==> src/rtl/uart_pkg.sv <==
// rtl/uart_pkg.sv - shared states, parity modes and timing helper for the UART receiver
// Optional macro UART_RX_BREAK_DETECT_EN adds the BREAK_WAIT state.
package uart_pkg;

    localparam int PARITY_NONE = 0;
    localparam int PARITY_ODD  = 1;
    localparam int PARITY_EVEN = 2;

    typedef enum logic [2:0] {
        IDLE,
        START,
        DATA,
        PARITY,
        STOP,
        CLEANUP
`ifdef UART_RX_BREAK_DETECT_EN
        ,
        BREAK_WAIT
`endif
    } rx_state_t;

    // Whole clock cycles per bit; the fraction is dropped.
    function automatic int clks_per_bit(input int clk_hz, input int baud);
        return clk_hz / baud;
    endfunction

endpackage

==> src/rtl/uart_rx_sync.sv <==
// rtl/uart_rx_sync.sv - two-flop synchroniser for an idle-high serial line
// Ports: clk, reset (sync, active-high), line (async in), synced (out, resets to 1).
module uart_rx_sync (
    input  logic clk,
    input  logic reset,
    input  logic line,
    output logic synced
);

    logic meta;

    // Reset to 1 so a reset never looks like a start bit.
    always_ff @(posedge clk) begin
        if (reset) begin
            meta   <= 1'b1;
            synced <= 1'b1;
        end else begin
            meta   <= line;
            synced <= meta;
        end
    end

endmodule

==> src/rtl/uart_rx_param.sv <==
// rtl/uart_rx_param.sv - parametrised UART receiver with parity and framing checks
// Ports: i_Clock, i_Reset (sync, active-high), i_Rx_Serial (async, idles high);
//        o_Rx_DV (1-cycle word strobe), o_Rx_Byte, o_Parity_Err, o_Frame_Err (held until
//        next strobe), o_Busy (not IDLE), o_Break (only with UART_RX_BREAK_DETECT_EN).
module uart_rx_param
    import uart_pkg::*;
#(
    parameter int CLKS_PER_BIT = clks_per_bit(50_000_000, 9600),
    parameter int DATA_BITS    = 8,
    parameter int PARITY_MODE  = PARITY_NONE,
    parameter int STOP_BITS    = 1
) (
    input  logic                 i_Clock,
    input  logic                 i_Reset,
    input  logic                 i_Rx_Serial,
    output logic                 o_Rx_DV,
    output logic [DATA_BITS-1:0] o_Rx_Byte,
    output logic                 o_Parity_Err,
    output logic                 o_Frame_Err,
`ifdef UART_RX_BREAK_DETECT_EN
    output logic                 o_Break,
`endif
    output logic                 o_Busy
);

    localparam int CNT_W = $clog2(CLKS_PER_BIT);
    localparam int IDX_W = $clog2(DATA_BITS + 1);
    localparam logic [CNT_W-1:0] CNT_HALF = CNT_W'((CLKS_PER_BIT - 1) / 2);
    localparam logic [CNT_W-1:0] CNT_LAST = CNT_W'(CLKS_PER_BIT - 1);

    rx_state_t            state, state_n;
    logic [CNT_W-1:0]     cnt, cnt_n;
    logic [IDX_W-1:0]     idx, idx_n;
    logic [DATA_BITS-1:0] data, data_n;
    logic                 par_bit, par_bit_n;
    logic                 ferr_acc, ferr_acc_n;
    logic                 dv_n, perr_n, ferr_n;
    logic [DATA_BITS-1:0] byte_n;
    logic                 rx;
    logic                 data_xor;
    logic                 par_err;
`ifdef UART_RX_BREAK_DETECT_EN
    logic                 brk_n;
    logic                 break_hit;
`endif

    uart_rx_sync u_sync (
        .clk    (i_Clock),
        .reset  (i_Reset),
        .line   (i_Rx_Serial),
        .synced (rx)
    );

    assign o_Busy   = (state != IDLE);
    assign data_xor = (^data) ^ par_bit;

    always_comb begin
        par_err = 1'b0;
        if (PARITY_MODE == PARITY_ODD)       par_err = ~data_xor;
        else if (PARITY_MODE == PARITY_EVEN) par_err = data_xor;
    end

`ifdef UART_RX_BREAK_DETECT_EN
    // Evaluated on the last stop sample: all-zero word, zero parity, bad stop.
    assign break_hit = (data == '0) && ((PARITY_MODE == PARITY_NONE) || !par_bit)
                       && (ferr_acc || !rx);
`endif

    always_comb begin
        state_n    = state;
        cnt_n      = cnt;
        idx_n      = idx;
        data_n     = data;
        par_bit_n  = par_bit;
        ferr_acc_n = ferr_acc;
        dv_n       = 1'b0;
        byte_n     = o_Rx_Byte;
        perr_n     = o_Parity_Err;
        ferr_n     = o_Frame_Err;
`ifdef UART_RX_BREAK_DETECT_EN
        brk_n      = 1'b0;
`endif
        case (state)
            IDLE: begin
                if (!rx) begin
                    state_n = START;
                    cnt_n   = '0;
                end
            end
            START: begin
                if (cnt == CNT_HALF) begin
                    cnt_n = '0;
                    if (!rx) begin
                        state_n    = DATA;
                        idx_n      = '0;
                        ferr_acc_n = 1'b0;
                    end else begin
                        state_n = IDLE;
                    end
                end else begin
                    cnt_n = cnt + 1'b1;
                end
            end
            DATA: begin
                if (cnt == CNT_LAST) begin
                    cnt_n = '0;
                    for (int i = 0; i < DATA_BITS; i++) begin
                        if (idx == IDX_W'(i)) data_n[i] = rx;
                    end
                    if (idx == IDX_W'(DATA_BITS - 1)) begin
                        idx_n   = '0;
                        state_n = (PARITY_MODE != PARITY_NONE) ? PARITY : STOP;
                    end else begin
                        idx_n = idx + 1'b1;
                    end
                end else begin
                    cnt_n = cnt + 1'b1;
                end
            end
            PARITY: begin
                if (cnt == CNT_LAST) begin
                    cnt_n     = '0;
                    par_bit_n = rx;
                    state_n   = STOP;
                end else begin
                    cnt_n = cnt + 1'b1;
                end
            end
            STOP: begin
                if (cnt == CNT_LAST) begin
                    cnt_n      = '0;
                    ferr_acc_n = ferr_acc | ~rx;
                    if (idx == IDX_W'(STOP_BITS - 1)) begin
                        idx_n   = '0;
                        dv_n    = 1'b1;
                        byte_n  = data;
                        perr_n  = par_err;
                        ferr_n  = ferr_acc | ~rx;
                        // Re-arm while still inside the stop bit so back-to-back
                        // frames are not lost.
                        state_n = CLEANUP;
`ifdef UART_RX_BREAK_DETECT_EN
                        if (break_hit) begin
                            brk_n   = 1'b1;
                            state_n = BREAK_WAIT;
                        end
`endif
                    end else begin
                        idx_n = idx + 1'b1;
                    end
                end else begin
                    cnt_n = cnt + 1'b1;
                end
            end
            CLEANUP: begin
                state_n = IDLE;
            end
`ifdef UART_RX_BREAK_DETECT_EN
            // Require a full bit time of continuous high before listening again.
            BREAK_WAIT: begin
                if (!rx) begin
                    cnt_n = '0;
                end else if (cnt == CNT_LAST) begin
                    cnt_n   = '0;
                    state_n = IDLE;
                end else begin
                    cnt_n = cnt + 1'b1;
                end
            end
`endif
            default: begin
                state_n = IDLE;
            end
        endcase
    end

    always_ff @(posedge i_Clock) begin
        if (i_Reset) begin
            state        <= IDLE;
            cnt          <= '0;
            idx          <= '0;
            data         <= '0;
            par_bit      <= 1'b0;
            ferr_acc     <= 1'b0;
            o_Rx_DV      <= 1'b0;
            o_Rx_Byte    <= '0;
            o_Parity_Err <= 1'b0;
            o_Frame_Err  <= 1'b0;
`ifdef UART_RX_BREAK_DETECT_EN
            o_Break      <= 1'b0;
`endif
        end else begin
            state        <= state_n;
            cnt          <= cnt_n;
            idx          <= idx_n;
            data         <= data_n;
            par_bit      <= par_bit_n;
            ferr_acc     <= ferr_acc_n;
            o_Rx_DV      <= dv_n;
            o_Rx_Byte    <= byte_n;
            o_Parity_Err <= perr_n;
            o_Frame_Err  <= ferr_n;
`ifdef UART_RX_BREAK_DETECT_EN
            o_Break      <= brk_n;
`endif
        end
    end

endmodule

==> config.mk <==
export PLATFORM = sky130hd
export DESIGN_NAME = uart_rx_param
export DESIGN_NICKNAME = d
export VERILOG_FILES = /design/src/rtl/uart_pkg.sv /design/src/rtl/uart_rx_sync.sv /design/src/rtl/uart_rx_param.sv
export SDC_FILE = /design/constraint.sdc
export NUM_CORES = 1
export LEC_CHECK = 0
export CORE_AREA = 2 2 94 96
export DETAILED_ROUTE_END_ITERATION = 16
export DIE_AREA = 0 0 96 98
export HOLD_SLACK_MARGIN = 0.03
export RECOVER_POWER = 50
export SLEW_MARGIN = 0
export SYNTH_ARGS = -nofsm -noshare
export SYNTH_HDL_FRONTEND = slang
export SYNTH_HIERARCHICAL = 1
export SYNTH_SLANG_ARGS = --single-unit
export TNS_END_PERCENT = 1
==> constraint.sdc <==
create_clock -name i_Clock -period 2.2 [get_ports i_Clock]
set_input_delay 0.44 -clock i_Clock [delete_from_list [all_inputs] [get_ports i_Clock]]
set_output_delay 0.44 -clock i_Clock [all_outputs]
set_load 0.01 [all_outputs]
==> results of run 1 <==
-- power groups by stage --
stage	clock network (mW)	logic, mW	registers, mW
finish	0.473	0.0603	0.751
global route	0.520	0.0670	0.752
CTS	0.494	0.0646	0.751
detailed placement	0	0.0642	0.769
global placement	0	0.0628	0.769
floorplan	0	0.0413	0.767
-- layout make-up --
class,instances,area [um^2]
clock inverters,2,10.01
clock buffers,6,72.57
well taps,108,135.1
flip-flops and latches,41,820.8
inverters,5,18.77
multi-input cells,168,1161
repair buffers,22,191.4
fillers,887,6056
-- worst max-delay path: cells and delay by family (launching register included) --
kind | cells | cell delay [ns]
flops | 1 | 0.38
buf+inv | 2 | 0.57
simple gates | 1 | 0.33
-- through the flow --
step                      utilization, %  total power [mW]
after floorplan                        -            0.8081
after global placement             27.71            0.8314
after detailed placement           27.71            0.8327
after CTS                          28.69             1.310
after global routing               28.47             1.339
final                              28.47             1.284
-- flip-flops by register name, summed over array words and instances, names as in the netlist --
name and count:
cnt 13, data 8, o_Rx_Byte 8, idx 4, state 3, ferr_acc 1, o_Frame_Err 1, o_Rx_DV 1
u_sync/meta 1, u_sync/synced 1
-- placed cells by master (no fill, tap or decap), types with 3 or more instances in the layout --
| cell | n |
|---|---|
| sky130_fd_sc_hd__dfxtp_1 | 41 |
| sky130_fd_sc_hd__nor2_1 | 38 |
| sky130_fd_sc_hd__mux2i_1 | 18 |
| sky130_fd_sc_hd__dlygate4sd3_1 | 11 |
| sky130_fd_sc_hd__nand2_1 | 10 |
| sky130_fd_sc_hd__nand4_1 | 9 |
| sky130_fd_sc_hd__buf_4 | 7 |
| sky130_fd_sc_hd__a21oi_1 | 6 |
| sky130_fd_sc_hd__o21ai_0 | 6 |
| sky130_fd_sc_hd__nand3_1 | 6 |
| sky130_fd_sc_hd__xor2_1 | 6 |
| sky130_fd_sc_hd__ha_1 | 6 |
| sky130_fd_sc_hd__inv_1 | 5 |
| sky130_fd_sc_hd__nand2b_1 | 5 |
| sky130_fd_sc_hd__clkbuf_8 | 5 |
| sky130_fd_sc_hd__nor3_1 | 4 |
| sky130_fd_sc_hd__nand4b_1 | 4 |
| sky130_fd_sc_hd__o31ai_1 | 3 |
| sky130_fd_sc_hd__xnor2_1 | 3 |
-- cells in the mapped netlist, drive strengths merged (3+ instances only) --
| cell type | count | share of area (%) |
|---|---|---|
| dfxtp | 41 | 40 |
| nor2 | 38 | 6.9 |
| mux2i | 18 | 8.7 |
| nand2 | 10 | 1.8 |
| nand4 | 9 | 2.7 |
| a21oi | 6 | 1.5 |
| ha | 6 | 3.6 |
| nand3 | 6 | 1.5 |
| o21ai | 6 | 1.5 |
| xor2 | 6 | 2.5 |
| buf | 5 | 1.8 |
| clkbuf | 5 | 0.91 |
| inv | 5 | 0.91 |
| nand2b | 5 | 1.5 |
| and4 | 4 | 1.9 |
| nand4b | 4 | 1.7 |
| nor3 | 4 | 0.97 |
| o31ai | 3 | 1.1 |
| or2 | 3 | 0.91 |
| xnor2 | 3 | 1.3 |
-- kinds of logic (layout without fill, tap and decap cells) --
logic type | count (synthesis) | count (layout)
AOI/OAI and AO/OA | 30 | 30
xor gates and xnor gates | 9 | 9
adders and majority gates | 6 | 6
buffers and inverters | 15 | 35
DFF | 41 | 41
muxes | 19 | 19
other | 1 | 1
and+or+nand+nor | 103 | 103
-- final timing paths --
| check | slack (ns) | end | depth (start not counted) |
|---|---|---|---|
| max | 0.18 | o_Busy | 3 |
| min | 0.41 | u_sync/synced$_SDFF_PP1_ | 1 |
| max reg2reg | 0.18 | cnt[7]$_SDFFE_PP0P_ | 6 |
| min reg2reg | 0.41 | u_sync/synced$_SDFF_PP1_ | 1 |
-- routing by layer --
layer,vias up,wire length (um)
li1,833,-
met2,18,1950
met4,0,98
met3,10,112
met1,802,2009
met5,-,0
==> metrics.log, run 1 <==
[metrics] synthesized-area fraction occupied by adder cells: 3.630%
[metrics] HP Start: u_sync/meta$_SDFF_PP1_
[metrics] number of flops mapped to enable cells by yosys: 0
[metrics] IR Drop Worst-Case VDD: 0.2608 mV
[metrics] slowest cell on the critical path: sky130_fd_sc_hd__clkdlybuf4s50_1
[metrics] synthesized net count: 233
[metrics] clock tree from TritonCTS: done
[metrics] Power Internal: 989.1 uW
[metrics] minimum setup slack after placement: about 0.22 ns
[metrics] share of power burned in combinational logic: approximately 4.7%
[metrics] slew margin rel.: 60.75%
[metrics] Layout area overhead: 16.52%
[metrics] data required time of the worst path: 1.76 ns
[metrics] final-report max-slew violation count: 0
[metrics] number of buffers between clock root and the deepest sink: 2
[metrics] Clk Tree Root Cell: sky130_fd_sc_hd__clkbuf_8
[metrics] ratio of cells with drive above 1 in the final layout: 11.48%
[metrics] P per Cell Area: between 500 and 600 nW/um^2
[metrics] type of destination of the critical path: output pin
[metrics] post-synth cell types: 56
[metrics] Critical path origin: state[1]$_SDFFE_PP0P_
[metrics] Post-Place Cells: 344
[metrics] unrepaired setup endpoints after global routing: false
[metrics] final estimated routing congestion in global placement: 0.7879
[metrics] max-capacitance violation count: 0
[metrics] proportion of synthesized chip area in sequential cells: around two fifths
[metrics] XOR/XNOR Fraction of Synth Area: 3.811%
[metrics] count of final setup violators: 0
[metrics] starting density of the core: 24.43%
[metrics] vias after detailed routing: 1663
[metrics] clock-pin slew of the registers on the worst-case setup and hold paths: approximately 0.08 ns
[metrics] largest family of logic cells by synthesized area: simple AND/OR/NAND/NOR gates
[metrics] flip-flop and latch count after synthesis: 41
[metrics] share of synthesized area spent on multiplexers: 9.256%
[metrics] fraction of the mapped netlist area in compound gates: 11.07%
[metrics] area enclosed by the die boundary: between 9000 and 10000 um^2
[metrics] number of buffers inserted by post-CTS setup repair: 0
[metrics] number of clock buffers inserted by TritonCTS: 5
[metrics] power spent charging and discharging nets: 295.3 uW
[metrics] Leakage Power: 0.9794 nW
[metrics] initial antenna violation count: 0
[metrics] fraction of synthesis flops using an asynchronous set or reset pin: 0%
[metrics] pin count of the biggest net entering global routing: 19
[metrics] clock sink count: 41
[metrics] routed len/inst: 11.85 um
[metrics] number of global-route vias before repair: about 1600
[metrics] number of iterations in the first detailed-routing pass: 4
[metrics] most frequently used flop master after synthesis: sky130_fd_sc_hd__dfxtp_1
[metrics] Syn Inst Count: 224
[metrics] worst reg2reg path startpoint: cnt[1]$_SDFFE_PP0P_
[metrics] diodes inserted: 0
[metrics] I/O Buffers: 13
[metrics] met3 track demand over resource: under 10%
[metrics] Placement Cell Area: 2346 um^2
[metrics] wire length of the first global-routing pass: 7424 um
[metrics] largest incremental delay on the critical path: 0.48 ns
[metrics] GRT Util Overall: 9.876%
[metrics] post-route cell area: 2410 um^2
[metrics] site row count: 34
[metrics] worst path arrival time: 1.58 ns
[metrics] Critical Path Start Type: flop
[metrics] DR iter-0 viols: 146
[metrics] total wirelength of the detailed-routed design: 4170 um
[metrics] M1 GR Usage: 13.42%
[metrics] die height: approximately 100 um
[metrics] share of the cycle needed by the critical path after routing: 91.59%
[metrics] final hold violations: 0
[metrics] gr busiest metal: met2
[metrics] Setup Skew: 0.005925 ns
[metrics] outcome: completed
[metrics] net count of the finished layout: 252
[metrics] mapped cell area: 2068 um^2
[metrics] number of top-level design ports: 15
[metrics] list of cells traversed by the critical path: nor3_1 -> inv_1 -> clkdlybuf4s50_1
[metrics] post-synthesis area per instance: 9.233 um^2
[metrics] path type of the worst setup path: flop to output pin
[metrics] Sequential Power Share: just under 60%
[metrics] clock latency on the worst-skew pair: ~0.3 ns
[metrics] post_cts resized: 0
[metrics] warning count from the yosys run: 6
[metrics] smallest hold slack: 0.4142 ns
[metrics] Die X-Extent: 96 um
[metrics] number of nets with antenna violations after detailed routing: 0
[metrics] total congestion overflow after global routing: 0
[metrics] H-tree level count: 2
[metrics] min setup slack post-route: 0.1849 ns
[metrics] grt met2 use: 14.74%
[metrics] setup TNS after final layout: 0 ns
[metrics] Least-Margin Pin Slew: 0.5879 ns
[metrics] Max FO, Critical Path: 8
[metrics] Sw Share: a little under a quarter
[metrics] Post-Synth Simple-Gate Area: 28.80%
[metrics] number of vias per cell: 4.724
[metrics] final critical path time including I/O delays and setup: 2.015 ns
[metrics] core area: around 8500 um^2
[metrics] fraction of power consumed by the clock network: 36.8%
[metrics] # DRC: 0
[metrics] count of non-filler cells in the finished layout: 352
[metrics] DP Wirelength: 3053 um
[metrics] maximum clock rate: about 500 MHz
[metrics] CTS Hold Buffers Added: 0
[metrics] worst hold path type: flop to flop
Note: power is estimated with default switching activity, not from simulation.
==> inputs of run 2 (changes only) <==
--- a/config.mk
+++ b/config.mk
@@ -5,11 +5,13 @@
 export SDC_FILE = /design/constraint.sdc
 export NUM_CORES = 1
 export LEC_CHECK = 0
-export CORE_AREA = 2 2 94 96
+export CORE_AREA = 2 2 65 67
 export DETAILED_ROUTE_END_ITERATION = 16
-export DIE_AREA = 0 0 96 98
+export DIE_AREA = 0 0 67 69
 export HOLD_SLACK_MARGIN = 0.03
+export PLACE_DENSITY = 0.73
 export RECOVER_POWER = 50
+export SETUP_SLACK_MARGIN = 0.3
 export SLEW_MARGIN = 0
 export SYNTH_ARGS = -nofsm -noshare
 export SYNTH_HDL_FRONTEND = slang
==> metrics.log, run 2 (synthesized netlist as in run 1, its figures left out) <==
[metrics] outcome: completed
[metrics] net count of the finished layout: 254
[metrics] Sw Share: approximately 20%
[metrics] top library cells by usage in the layout, fill and taps aside: sky130_fd_sc_hd__nor2_1, sky130_fd_sc_hd__dfxtp_1, sky130_fd_sc_hd__mux2i_1
[metrics] final-report max-slew violation count: 0
[metrics] ratio of cells with drive above 1 in the final layout: 16.26%
[metrics] total power draw: 1.547 mW
[metrics] multi-input combinational cell area: ~1200 um^2
[metrics] P per Cell Area: 630.1 nW/um^2
[metrics] routed len/inst: about 14 um
[metrics] data required time of the worst path: 2.43 ns
[metrics] max-capacitance violation count: 0
[metrics] unrepaired setup endpoints after global routing: true
[metrics] top flop regs: cnt: 13 flops, data: 8 flops, o_Rx_Byte: 8 flops
[metrics] number of buffers between clock root and the deepest sink: 2
[metrics] Setup Skew: 0.007040 ns
[metrics] site row count: 23
[metrics] type of destination of the critical path: flop
[metrics] pin count of the biggest net entering global routing: 35
[metrics] Clk Tree Root Cell: sky130_fd_sc_hd__clkbuf_8
[metrics] clock-pin slew of the registers on the worst-case setup and hold paths: 0.08 ns
[metrics] fraction of power consumed by the clock network: 47.2%
[metrics] fill cell instance count of the final layout: 382
[metrics] Placement Cell Area: 2293 um^2
[metrics] maximum clock rate: 522.5 MHz
[metrics] final hold violations: 0
[metrics] GRT Util Overall: between 10% and 20%
[metrics] number of clock buffers inserted by TritonCTS: 5
[metrics] # DRC: 0
[metrics] Sequential Power Share: 48.5%
[metrics] clock tree from TritonCTS: done
[metrics] CTS Hold Buffers Added: 0
[metrics] total wirelength of the detailed-routed design: 4046 um
[metrics] share of the cycle needed by the critical path after routing: 87.00%
[metrics] worst path arrival time: 2.14 ns
[metrics] wire length of the first global-routing pass: 6755 um
[metrics] post-layout util: 62.72%
[metrics] IR Drop Worst-Case VDD: around 0.45 mV
[metrics] final estimated routing congestion in global placement: 0.8024
[metrics] number of global-route vias before repair: 1484
[metrics] die height: ~69 um
[metrics] most common cell after layout, fill and taps aside: sky130_fd_sc_hd__nor2_1
[metrics] I/O Buffers: 13
[metrics] path type of the worst setup path: flop to flop
[metrics] total congestion overflow after global routing: 0
[metrics] Max FO, Critical Path: 10
[metrics] number of iterations in the first detailed-routing pass: 4
[metrics] post-route cell area: 2455 um^2
[metrics] vias after detailed routing: 1629
[metrics] Sequential Area: a little over 800 um^2
[metrics] initial antenna violation count: 0
[metrics] setup TNS after final layout: 0 ns
[metrics] number of top-level design ports: 15
[metrics] Leakage Power: 1.039 nW
[metrics] number of nets with antenna violations after detailed routing: 0
[metrics] starting density of the core: 52.85%
[metrics] core area: just under 4000 um^2
[metrics] register name with the most flops: cnt
[metrics] power spent charging and discharging nets: between 300 and 400 uW
[metrics] Largest register FFs: 13
[metrics] H-tree level count: 2
[metrics] share of power burned in combinational logic: 4.3%
[metrics] Critical Path Start Type: flop
[metrics] Power Internal: 1.231 mW
[metrics] count of final setup violators: 0
[metrics] Layout area overhead: 18.69%
[metrics] clock sink count: 41
[metrics] clock latency on the worst-skew pair: 0.30 ns
[metrics] area enclosed by the die boundary: 4623 um^2
[metrics] Die X-Extent: 67 um
[metrics] DP Wirelength: 2882 um
[metrics] worst hold path type: flop to flop
[metrics] number of vias per cell: 5.503
[metrics] diodes inserted: 0
[metrics] DR iter-0 viols: 58
[metrics] final critical path time including I/O delays and setup: 1.914 ns
## run 2: changes by cell type in the layout (fill, tap and decap cells not counted), moves of 2 or more
cell and change:
sky130_fd_sc_hd__clkbuf_1 -2, sky130_fd_sc_hd__clkinv_2 -2, sky130_fd_sc_hd__dfxtp_1 -7, sky130_fd_sc_hd__dfxtp_2 +7, sky130_fd_sc_hd__bufinv_16 +2
## run 2: per-layer routing
metal | vias to the layer above | GRT usage, % | part of all wire, %
li1 | 840 | - | -
met1 | 768 | 27.13 | 53
met2 | 17 | 26.95 | 43
met3 | 4 | 5.383 | 2.9
met4 | 0 | 6.803 | 1.1
met5 | - | 0 | 0
## run 2: through the flow
| stage | std cells | hold slack [ns] | setup WS (ns) |
|---|---|---|---|
| after global placement | 287 | 0.3903 | 0.3026 |
| after global routing | 296 | 0.4289 | 0.1782 |
| after floorplan | 224 | 0.3854 | 0.3233 |
| after detailed placement | 287 | 0.3997 | 0.2443 |
| after CTS | 295 | 0.4199 | 0.2912 |
| final | 296 | 0.4137 | 0.2860 |
## run 2: area by class of cell
class                   count  area share (%)
repair buffers             24           9.021
multi-input cells         168           48.27
well taps                  50           2.548
clock buffers               5           2.803
inverters                   5          0.7645
clock inverters             3           2.803
flip-flops and latches     41           33.79
## run 2: power by group through the flow
stage                     combinational (mW)  sequential (mW)  clock (mW)
after floorplan                       0.0413            0.767           0
after global placement                0.0648            0.768           0
after detailed placement              0.0651            0.768           0
after CTS                             0.0644            0.751       0.748
after global routing                  0.0720            0.751       0.770
final                                 0.0661            0.751       0.730
## run 2: timing repair
action,4_1_cts,5_1_grt
pin swaps,0,1
setup buffers,0,1
gates resized for setup,5,5
cloned,0,0
hold endpoints to repair,0,0
setup endpoints to repair,9,22
## run 2: path summary, 6_finish.rpt
| path | to | depth (start not counted) | slack [ns] | startpoint |
|---|---|---|---|---|
| min reg2reg | u_sync/synced$_SDFF_PP1_ | 1 | 0.41 | u_sync/meta$_SDFF_PP1_ |
| min | u_sync/synced$_SDFF_PP1_ | 1 | 0.41 | u_sync/meta$_SDFF_PP1_ |
| max | state[0]$_SDFFE_PP0P_ | 6 | 0.29 | cnt[1]$_SDFFE_PP0P_ |
| max reg2reg | state[0]$_SDFFE_PP0P_ | 6 | 0.29 | cnt[1]$_SDFFE_PP0P_ |
## run 2: critical path, stage by stage (launching register included)
cell and delay (ns):
sky130_fd_sc_hd__dfxtp_2 0.39, sky130_fd_sc_hd__ha_1 0.22, sky130_fd_sc_hd__and4bb_2 0.23, sky130_fd_sc_hd__and4_4 0.27, sky130_fd_sc_hd__o2bb2ai_4 0.13, sky130_fd_sc_hd__or4_1 0.49
sky130_fd_sc_hd__a21oi_1 0.12
